[src/rtl/dense_pkg.sv]
// Shared types and limits for the dense PE scheduler: FSM state encoding,
// tile/kernel bounds, default watchdog length and the configuration legality rule.
package dense_pkg;

  typedef enum logic [2:0] {
    S_IDLE  = 3'd0,
    S_CHECK = 3'd1,
    S_ISSUE = 3'd2,
    S_WAIT  = 3'd3,
    S_NEXT  = 3'd4,
    S_FIN   = 3'd5
  } state_t;

  localparam int MAX_TILE_W      = 32;
  localparam int MAX_K           = 3;
  localparam int TIMEOUT_CYC_DEF = 1024;

  // A tile is legal when the kernel fits the PE rows and the image,
  // the stride is non-zero and the image fits the tile buffer.
  function automatic logic cfg_legal(input logic [2:0] k,
                                     input logic [5:0] img_w,
                                     input logic [2:0] stride,
                                     input int         max_k);
    return (k != 3'd0) && (int'(k) <= max_k) && (stride != 3'd0) &&
           (img_w >= {3'b000, k}) && (int'(img_w) <= MAX_TILE_W);
  endfunction

endpackage

[src/rtl/dense_pe_sched_wdog.sv]
// WAIT-state watchdog for dense_pe_sched; exists only when
// DENSE_PE_SCHED_TIMEOUT_EN is defined.
`ifdef DENSE_PE_SCHED_TIMEOUT_EN
module dense_pe_sched_wdog #(
  parameter int TIMEOUT_CYC = dense_pkg::TIMEOUT_CYC_DEF
) (
  input  logic i_clk,
  input  logic i_reset,
  input  logic i_clear,
  input  logic i_count,
  output logic o_expired
);

  logic [15:0] r_cnt;

  // Cleared while issuing so every entry to WAIT starts a fresh window.
  always_ff @(posedge i_clk) begin
    if (i_reset || i_clear) begin
      r_cnt <= 16'd0;
    end else if (i_count && (r_cnt != 16'hFFFF)) begin
      r_cnt <= r_cnt + 16'd1;
    end
  end

  assign o_expired = i_count && (r_cnt == 16'(TIMEOUT_CYC - 1));

endmodule
`endif

[src/rtl/dense_pe_sched.sv]
// Dense PE row scheduler: walks output rows (iy) and kernel rows (ky), issuing
// one PE pass per (iy, ky). Define DENSE_PE_SCHED_TIMEOUT_EN to add the WAIT watchdog.
module dense_pe_sched #(
  parameter int IA_ROW_MEM_ADDR     = 6,
  parameter int WEIGHT_ROW_MEM_ADDR = 7,
  parameter int MAX_K               = dense_pkg::MAX_K
`ifdef DENSE_PE_SCHED_TIMEOUT_EN
  ,
  parameter int TIMEOUT_CYC         = dense_pkg::TIMEOUT_CYC_DEF
`endif
) (
  input  logic                           clk,
  input  logic                           reset,
  input  logic                           start,
  input  logic [2:0]                     K,
  input  logic [5:0]                     IMG_W,
  input  logic [7:0]                     OC,
  input  logic [2:0]                     STRIDE,
  output logic                           busy,
  output logic                           done,
  output logic                           err,
  output logic                           pe_start,
  input  logic                           pe_done,
  output logic [MAX_K-1:0]               ia_row_mem_activate,
  output logic [MAX_K-1:0]               weight_row_mem_activate,
  output logic [IA_ROW_MEM_ADDR-1:0]     ia_row_sel,
  output logic [WEIGHT_ROW_MEM_ADDR-1:0] weight_row_sel,
  output logic                           timeout
);

  import dense_pkg::*;

  state_t      r_state;
  state_t      w_next_state;
  logic [2:0]  r_k;
  logic [5:0]  r_img_w;
  logic [2:0]  r_stride;
  logic [7:0]  r_oc;
  logic [7:0]  r_iy;
  logic [7:0]  r_ky;
  logic        r_err;
  logic        w_err_set;
  logic        w_ky_last;
  logic        w_more_rows;
  logic        w_active;
  logic [7:0]  w_iy_next;
  logic [7:0]  w_row_sum;
  logic [MAX_K-1:0] w_onehot;
  logic        w_unused_oc;

  // 8-bit sums: iy + STRIDE + K stays below 32 + 7 + 7, so nothing wraps.
  assign w_iy_next   = r_iy + {5'b00000, r_stride};
  assign w_ky_last   = (r_ky == ({5'b00000, r_k} - 8'd1));
  assign w_more_rows = ((w_iy_next + {5'b00000, r_k}) <= {2'b00, r_img_w});
  assign w_row_sum   = r_iy + r_ky;
  assign w_onehot    = MAX_K'(1) << r_ky;
  assign w_active    = (r_state == S_ISSUE) || (r_state == S_WAIT);

  // OC travels with the tile but the scheduler never looks at it.
  assign w_unused_oc = ^r_oc;

`ifdef DENSE_PE_SCHED_TIMEOUT_EN
  logic r_timeout;
  logic w_to_set;
  logic w_wdog_expired;

  dense_pe_sched_wdog #(
    .TIMEOUT_CYC(TIMEOUT_CYC)
  ) u_wdog (
    .i_clk    (clk),
    .i_reset  (reset),
    .i_clear  (r_state == S_ISSUE),
    .i_count  (r_state == S_WAIT),
    .o_expired(w_wdog_expired)
  );

  assign timeout = r_timeout;
`else
  assign timeout = 1'b0;
`endif

  always_comb begin
    w_next_state = r_state;
    w_err_set    = 1'b0;
`ifdef DENSE_PE_SCHED_TIMEOUT_EN
    w_to_set     = 1'b0;
`endif
    case (r_state)
      S_IDLE:  if (start) w_next_state = S_CHECK;
      S_CHECK: begin
        if (cfg_legal(r_k, r_img_w, r_stride, MAX_K)) begin
          w_next_state = S_ISSUE;
        end else begin
          w_next_state = S_IDLE;
          w_err_set    = 1'b1;
        end
      end
      S_ISSUE: w_next_state = S_WAIT;
      S_WAIT: begin
        if (pe_done) begin
          w_next_state = S_NEXT;
`ifdef DENSE_PE_SCHED_TIMEOUT_EN
        end else if (w_wdog_expired) begin
          w_next_state = S_IDLE;
          w_to_set     = 1'b1;
`endif
        end
      end
      S_NEXT: begin
        if (!w_ky_last || w_more_rows) w_next_state = S_ISSUE;
        else                           w_next_state = S_FIN;
      end
      S_FIN:   w_next_state = S_IDLE;
      default: w_next_state = S_IDLE;
    endcase
  end

  always_ff @(posedge clk) begin
    if (reset) begin
      r_state  <= S_IDLE;
      r_k      <= 3'd0;
      r_img_w  <= 6'd0;
      r_stride <= 3'd0;
      r_oc     <= 8'd0;
      r_iy     <= 8'd0;
      r_ky     <= 8'd0;
      r_err    <= 1'b0;
`ifdef DENSE_PE_SCHED_TIMEOUT_EN
      r_timeout <= 1'b0;
`endif
    end else begin
      r_state <= w_next_state;
      r_err   <= w_err_set;
`ifdef DENSE_PE_SCHED_TIMEOUT_EN
      r_timeout <= w_to_set;
`endif
      if ((r_state == S_IDLE) && start) begin
        r_k      <= K;
        r_img_w  <= IMG_W;
        r_stride <= STRIDE;
        r_oc     <= OC;
      end
      if (r_state == S_CHECK) begin
        r_iy <= 8'd0;
        r_ky <= 8'd0;
      end
      if (r_state == S_NEXT) begin
        if (!w_ky_last) begin
          r_ky <= r_ky + 8'd1;
        end else begin
          r_ky <= 8'd0;
          r_iy <= w_iy_next;
        end
      end
    end
  end

  assign busy     = (r_state != S_IDLE);
  assign done     = (r_state == S_FIN);
  assign err      = r_err;
  assign pe_start = (r_state == S_ISSUE);

  assign ia_row_mem_activate     = w_active ? w_onehot : '0;
  assign weight_row_mem_activate = w_active ? w_onehot : '0;
  assign ia_row_sel              = w_active ? IA_ROW_MEM_ADDR'(w_row_sum) : '0;
  assign weight_row_sel          = w_active ? WEIGHT_ROW_MEM_ADDR'(r_ky) : '0;

endmodule

[config.mk]
export PLATFORM = sky130hd
export DESIGN_NAME = dense_pe_sched
export DESIGN_NICKNAME = d
export VERILOG_FILES = /design/src/rtl/dense_pkg.sv /design/src/rtl/dense_pe_sched_wdog.sv /design/src/rtl/dense_pe_sched.sv
export SDC_FILE = /design/constraint.sdc
export NUM_CORES = 1
export LEC_CHECK = 0
export ABC_AREA = 1
export BUFFER_PORTS_ARGS = -buffer_cell sky130_fd_sc_hd__buf_2
export CORE_MARGIN = 1.5
export CORE_UTILIZATION = 35
export DETAILED_ROUTE_END_ITERATION = 16
export PLACE_DENSITY = 0.53
export SETUP_SLACK_MARGIN = 0.15
export SLEW_MARGIN = 20
export SYNTH_ARGS = -nofsm -noshare
export SYNTH_HDL_FRONTEND = slang
export SYNTH_SLANG_ARGS = --single-unit
[constraint.sdc]
create_clock -name clk -period 3.4 [get_ports clk]
set_input_delay 0.68 -clock clk [delete_from_list [all_inputs] [get_ports clk]]
set_output_delay 0.68 -clock clk [all_outputs]
set_load 0.1 [all_outputs]
==> results of run 1 <==
==> cell usage after synthesis (3+ instances only) <==
master and instances:
dfxtp_1 32, nand2_1 72, xor2_1 9, nor3_1 11
buf_4 4, nor2_1 32, nand3_1 21, inv_1 62
o21ai_0 28, nand4_1 7, ha_1 24, buf_2 3
fa_1 3, a21oi_1 33, clkbuf_1 6
==> stage by stage <==
stage | util (%) | instance area, µm² | setup slack (ps)
floorplan | - | 2490 | -217
global placement | 41.2 | 2800 | 142
detailed placement | 41.2 | 2800 | 149
CTS | 43.1 | 2930 | 166
global route | 44.8 | 3050 | 89.3
finish | 44.8 | 3050 | 262
==> layer usage <==
layer / GRT usage [%] / share of wire, % / wire [µm] / vias to the layer above
met5: 0 / 0 / 0 / -
met1: 24.8 / 51 / 3200 / 1071
met2: 28.0 / 44 / 2790 / 50
li1: - / - / - / 1291
met4: 4.40 / 0.84 / 53 / 0
met3: 3.03 / 4.0 / 254 / 5
==> sequential cells by signal (all words and copies together), names as in the netlist <==
register and cells:
r_img_w 6, r_state 3, r_ky 8, r_k 3, r_iy 8, r_stride 3
err 1
==> power groups by stage <==
stage | registers, mW | clock network [mW] | logic [mW]
2_1_floorplan | 0.457 | 0 | 0.400
3_3_place_gp | 0.454 | 0 | 0.537
3_5_place_dp | 0.454 | 0 | 0.542
4_1_cts | 0.446 | 0.420 | 0.543
5_1_grt | 0.454 | 0.432 | 0.659
6_report | 0.447 | 0.414 | 0.588
==> area by class of cell <==
cell class	count	area [µm²]	share of cell area [%]
Inverter	65	244	8.01
Clock buffer	7	96.3	3.16
Timing Repair Buffer	50	283	9.29
Clock inverter	1	30.0	0.986
Tap cell	96	120	3.94
Multi-Input combinational cell	262	1630	53.4
Sequential cell	32	647	21.2
==> timing repair <==
action | CTS | global route
hold buffers | 0 | 0
buffers inserted | 0 | 3
gates resized for setup | 1 | 21
pin swaps | 0 | 11
endpoints found under the setup margin | 2 | 4
==> kinds of logic after synthesis <==
kind of cell	after synthesis	synth area share (%)
adders and majority gates	27	14.6
other	1	0.152
AOI/OAI and AO/OA	69	14.9
and+or+nand+nor	153	27.2
xor gates and xnor gates	12	4.56
buffers and inverters	78	12.6
DFF	32	26.0
==> cells in the final DEF, fill, tap and decap left out, drive strengths merged, types with 2 or more instances in the layout <==
cell    Yosys  layout
nand2      73      73
inv        64      64
buf         7      49
a21oi      34      34
nor2       33      33
dfxtp      32      32
o21ai      28      28
ha         24      24
nand3      22      22
nor3       12      12
xor2        9       9
clkbuf      6       8
nand4       7       7
xnor2       3       3
fa          3       3
a31oi       2       2
or2         2       2
nor4        2       2
==> worst max-delay path, stage by stage (launching register included) <==
cell	delay [ps]
dfxtp_4	360
ha_4	170
fa_2	380
xor2_2	170
ha_1	340
nand3_2	90
nand3_2	100
nand3_2	100
nor2_4	120
xor2_1	150
inv_1	90
ha_4	270
nand2_1	70
o2111ai_2	160
buf_4	150
nand2_1	50
nand2_1	70
nand4_1	70
nand2_1	70
inv_1	50
==> path summary, 6_finish.rpt <==
| kind | startpoint | end |
|---|---|---|
| max reg2reg | r_stride[0] | r_state[1] |
| min reg2reg | r_ky[7] | r_ky[7] |
| min | r_ky[7] | r_ky[7] |
| max | r_stride[0] | r_state[1] |
==> results.yml, run 1 <==
placed_design:
  hpwl_um: 4870
  routabilityCongestion: 0.879
  port_buffers: 38
  dp.cells: 502
flow_run:
  cap_violations: 0
worst_hold_path:
  hp-class: "reg -> reg"
  whs_path_depth: 2
floorplanning:
  die_y_um: 87.0
  start_util_pct: 36.3
  core_um2: 6790
  io_pins: 48
  die-area_um2: 7560
  die_x_um: 87.0
  rows: 30
power:
  power.total_mw: 1.45
  sequentialPowerShare_pct: 30.8
  vdd_drop_max_mv: 0.314
  power.density_nw_per_um2: 476
  combPwrFrac_pct: 40.6
  swShare_pct: 40.1
  p_int_mw: 0.869
  p_clk_share_pct: 28.6
  power_switching_mw: 0.580
  leakage_nw: 1.42
global_route:
  grt_overflow: 0
  grt_max_degree: 25
  grt_use_total_pct: 17.7
  grt_pass1_vias: 2201
  grt_pass1_wl_um: 10400
  grt_antenna_before_repair: 0
timing:
  setup_viol: 0
  fmax_mhz: 319
  hold_viol: 0
  clock_skew_ps: 9.81
  finalCritPeriodShare_pct: 92.3
  rsz0062_at_grt: "true"
  slew-limit-headroom_pct: 50.4
  slew_violations: 0
  totalNegativeSetupSlack_ps: 0
  worstMarginPinSlew_ps: 742
  hold_slack_ps: 499
  fin_crit_ps: 3140
detailed_routing:
  viasPerCell: 4.71
  dr.pass1.iters: 4
  ant_nets: 0
  first_iter_violations: 113
  wl_um: 6300
  route.detailed.drc: 0
  vias: 2417
  post_drt_wl_per_cell_um: 12.3
synthesis:
  yosys-top-cells-area: "dfxtp_1 26%, ha_1 12%, nand2_1 11%, inv_1 9.4%, a21oi_1 6.7%"
  syn_area_um2: 2470
  synth_edf_count: 0
  synth_cell_types: 35
  yosysTopAreaCell: "dfxtp_1"
  ys.flop_type: "dfxtp_1"
  syn_avg_cell_area_um2: 6.63
  seq_area_frac_synth_pct: 26.0
  synthCells: 372
  yosysWarnings: 0
  syn_nets: 423
  async_flop_share_pct: 0
  synth_top_area_share_pct: 26.0
  ys_seq_elements: 32
worst_setup_path:
  r2r_slack_ps: 260
  cp-start-kind: "flop"
  worstPathRequired_ps: 3590
  arrival_ps: 3330
  crit_path_max_fanout: 3
  crit_type: "reg -> reg"
  reg2reg_depth: 19
  crit_path_end_kind: "flop"
final_layout:
  nets: 467
  drive_gt1_share_pct: 21.8
  final_cells: 513
  diodes: 0
  area_growth_pct: 23.4
  nFillCells: 728
clock_network:
  clock_latency_ps: 290
  clock_path_buffers: 2
  cts-root-buf: "clkbuf_8"
  cts_made_buffers: 5
  cts_tree: "yes"
  clk_pin_slew_ps: 80
  cts-htree-levels: 2
  cts_sinks: 32
outcome:
  status: "complete, no violations"
(Power assumes the default switching activity.)
==> run 2, diff against run 1 <==
Settings changed: PLACE_DENSITY 0.53 to not set, PLACE_DENSITY_LB_ADDON set to 0.08.
==> results.yml, run 2 (synthesized netlist as in run 1, its figures left out) <==
outcome:
  status: "complete, no violations"
global_route:
  grt_overflow: 0
  grt_pass1_vias: 2246
  grt_antenna_before_repair: 0
  grt_max_degree: 25
  grt_use_total_pct: 17.9
  grt_pass1_wl_um: 10600
timing:
  rsz0062_at_grt: "true"
  setup_viol: 0
  fmax_mhz: 324
  slew-limit-headroom_pct: 49.4
  worstMarginPinSlew_ps: 756
  finalCritPeriodShare_pct: 90.9
  fin_crit_ps: 3090
  slew_violations: 0
  hold_viol: 0
  clock_skew_ps: 7.32
  layout_setup_ws_ps: 310
power:
  sequentialPowerShare_pct: 31.3
  p_int_mw: 0.855
  p_clk_share_pct: 28.8
  leakage_nw: 1.40
  power.density_nw_per_um2: 470
  combPwrFrac_pct: 39.9
  swShare_pct: 40.2
  power_switching_mw: 0.574
  vdd_drop_max_mv: 0.399
floorplanning:
  start_util_pct: 36.3
  rows: 30
  io_pins: 48
  die_x_um: 87.0
  die-area_um2: 7560
  core_um2: 6790
  die_y_um: 87.0
worst_setup_path:
  timing.rr.start: "r_iy[0]"
  crit_path_max_incr_delay_ps: 400
  worstPathCellList: "ha_4, fa_2, xor2_4, ha_4, nand3_1, nand3_2, nand3_2, nor2_4, xor2_1, inv_1, ha_4, nand2_1, o2111ai_1, buf_4, nand2_1, nand2_1, nand4_1, nand2_1, inv_1"
  rr_endpoint: "r_state[1]"
  crit_path_end_kind: "flop"
  crit_buf_inv: 3
  path_common_cell: "nand2_1"
  reg2reg_depth: 19
  slowest_stage: "fa_2"
  crit_path_max_fanout: 3
  worstPathRequired_ps: 3590
  r2r_slack_ps: 310
  crit_type: "reg -> reg"
  cp-start-kind: "flop"
  path_delay_family: "adder cells"
  arrival_ps: 3280
detailed_routing:
  first_iter_violations: 88
  dr.pass1.iters: 4
  route.detailed.drc: 0
  wl_um: 6400
  viasPerCell: 4.72
  post_drt_wl_per_cell_um: 12.5
  ant_nets: 0
  vias: 2412
clock_network:
  clock_path_buffers: 2
  cts_sinks: 32
  cts_made_buffers: 5
  clk_pin_slew_ps: 80
  cts-root-buf: "clkbuf_8"
  cts-htree-levels: 2
  cts_tree: "yes"
  clock_latency_ps: 280
final_layout:
  final_cell_mix: "71 x nand2_1, 62 x inv_1, 37 x buf_2"
  stdcell_area_um2: 3040
  nFillCells: 754
  diodes: 0
  drive_gt1_share_pct: 20.7
  area_growth_pct: 23.3
  top_regs: "r_iy (8), r_ky (8), r_img_w (6)"
  nets: 465
  final_common_cell: "nand2_1"
placed_design:
  port_buffers: 38
  hpwl_um: 4950
  pre_cts_ws_ps: 110
  placed_area_um2: 2780
  routabilityCongestion: 0.785
worst_hold_path:
  whs_path_depth: 2
  worstHoldStart: "r_iy[6]"
  hp-class: "reg -> reg"
  holdPathEnd: "r_iy[6]"
flow_run:
  cap_violations: 0
[run 2: power by group through the flow]
stage          combinational, mW  clock (mW)  sequential, mW
2_1_floorplan              0.400           0           0.457
3_3_place_gp               0.534           0           0.454
3_5_place_dp               0.538           0           0.454
4_1_cts                    0.541       0.426           0.446
5_1_grt                    0.649       0.433           0.453
6_report                   0.570       0.412           0.447
[run 2: what timing repair did]
item / CTS / global route
setup endpoints to repair: 2 / 4
setup buffers: 0 / 3
pin swaps: 1 / 9
gates resized for setup: 3 / 17
hold buffers: 0 / 0
[run 2: stage by stage]
| step | std cells | hold slack, ps | total power [mW] | utilization, % | setup TNS [ps] |
|---|---|---|---|---|---|
| floorplan | 372 | 441 | 0.857 | - | -217 |
| global placement | 500 | 464 | 0.989 | 41.0 | 0 |
| detailed placement | 500 | 473 | 0.992 | 41.0 | 0 |
| CTS | 508 | 488 | 1.41 | 42.9 | 0 |
| global route | 511 | 523 | 1.54 | 44.8 | 0 |
| finish | 511 | 495 | 1.43 | 44.8 | 0 |
[run 2: per-layer routing]
layer	vias to the layer above	track usage, %	part of all wire, %
met3	4	2.65	3.3
li1	1285	-	-
met4	0	3.81	0.69
met1	1090	24.9	49
met2	33	29.4	47
met5	-	0	0
[run 2: area by class of cell]
type	instances	area [µm²]	area share (%)
clock buffers	7	96.3	3.17
clock inverters	1	30.0	0.987
inverters	65	244	8.02
multi-input cells	262	1640	53.9
flip-flops and latches	32	644	21.2
well taps	96	120	3.95
repair buffers	48	268	8.80
[run 2: worst max path at each step]
stage,end,from,depth (start not counted),slack (ps)
CTS,r_state[0],r_stride[0],18,190
global placement,r_state[0],r_stride[0],18,110
finish,r_state[1],r_iy[0],19,310
global route,r_state[1],r_iy[0],19,60
detailed placement,r_state[0],r_stride[0],18,110
floorplan,weight_row_mem_activate[2],r_state[1],5,-220
[run 2: worst register-to-register path, stage by stage (launching register included)]
cell and delay, ps:
dfxtp_2 350, ha_4 170, fa_2 400, xor2_4 180, ha_4 290, nand3_1 80, nand3_2 100, nand3_2 100
nor2_4 120, xor2_1 160, inv_1 90, ha_4 270, nand2_1 60, o2111ai_1 180, buf_4 160, nand2_1 50
nand2_1 60, nand4_1 70, nand2_1 60, inv_1 50
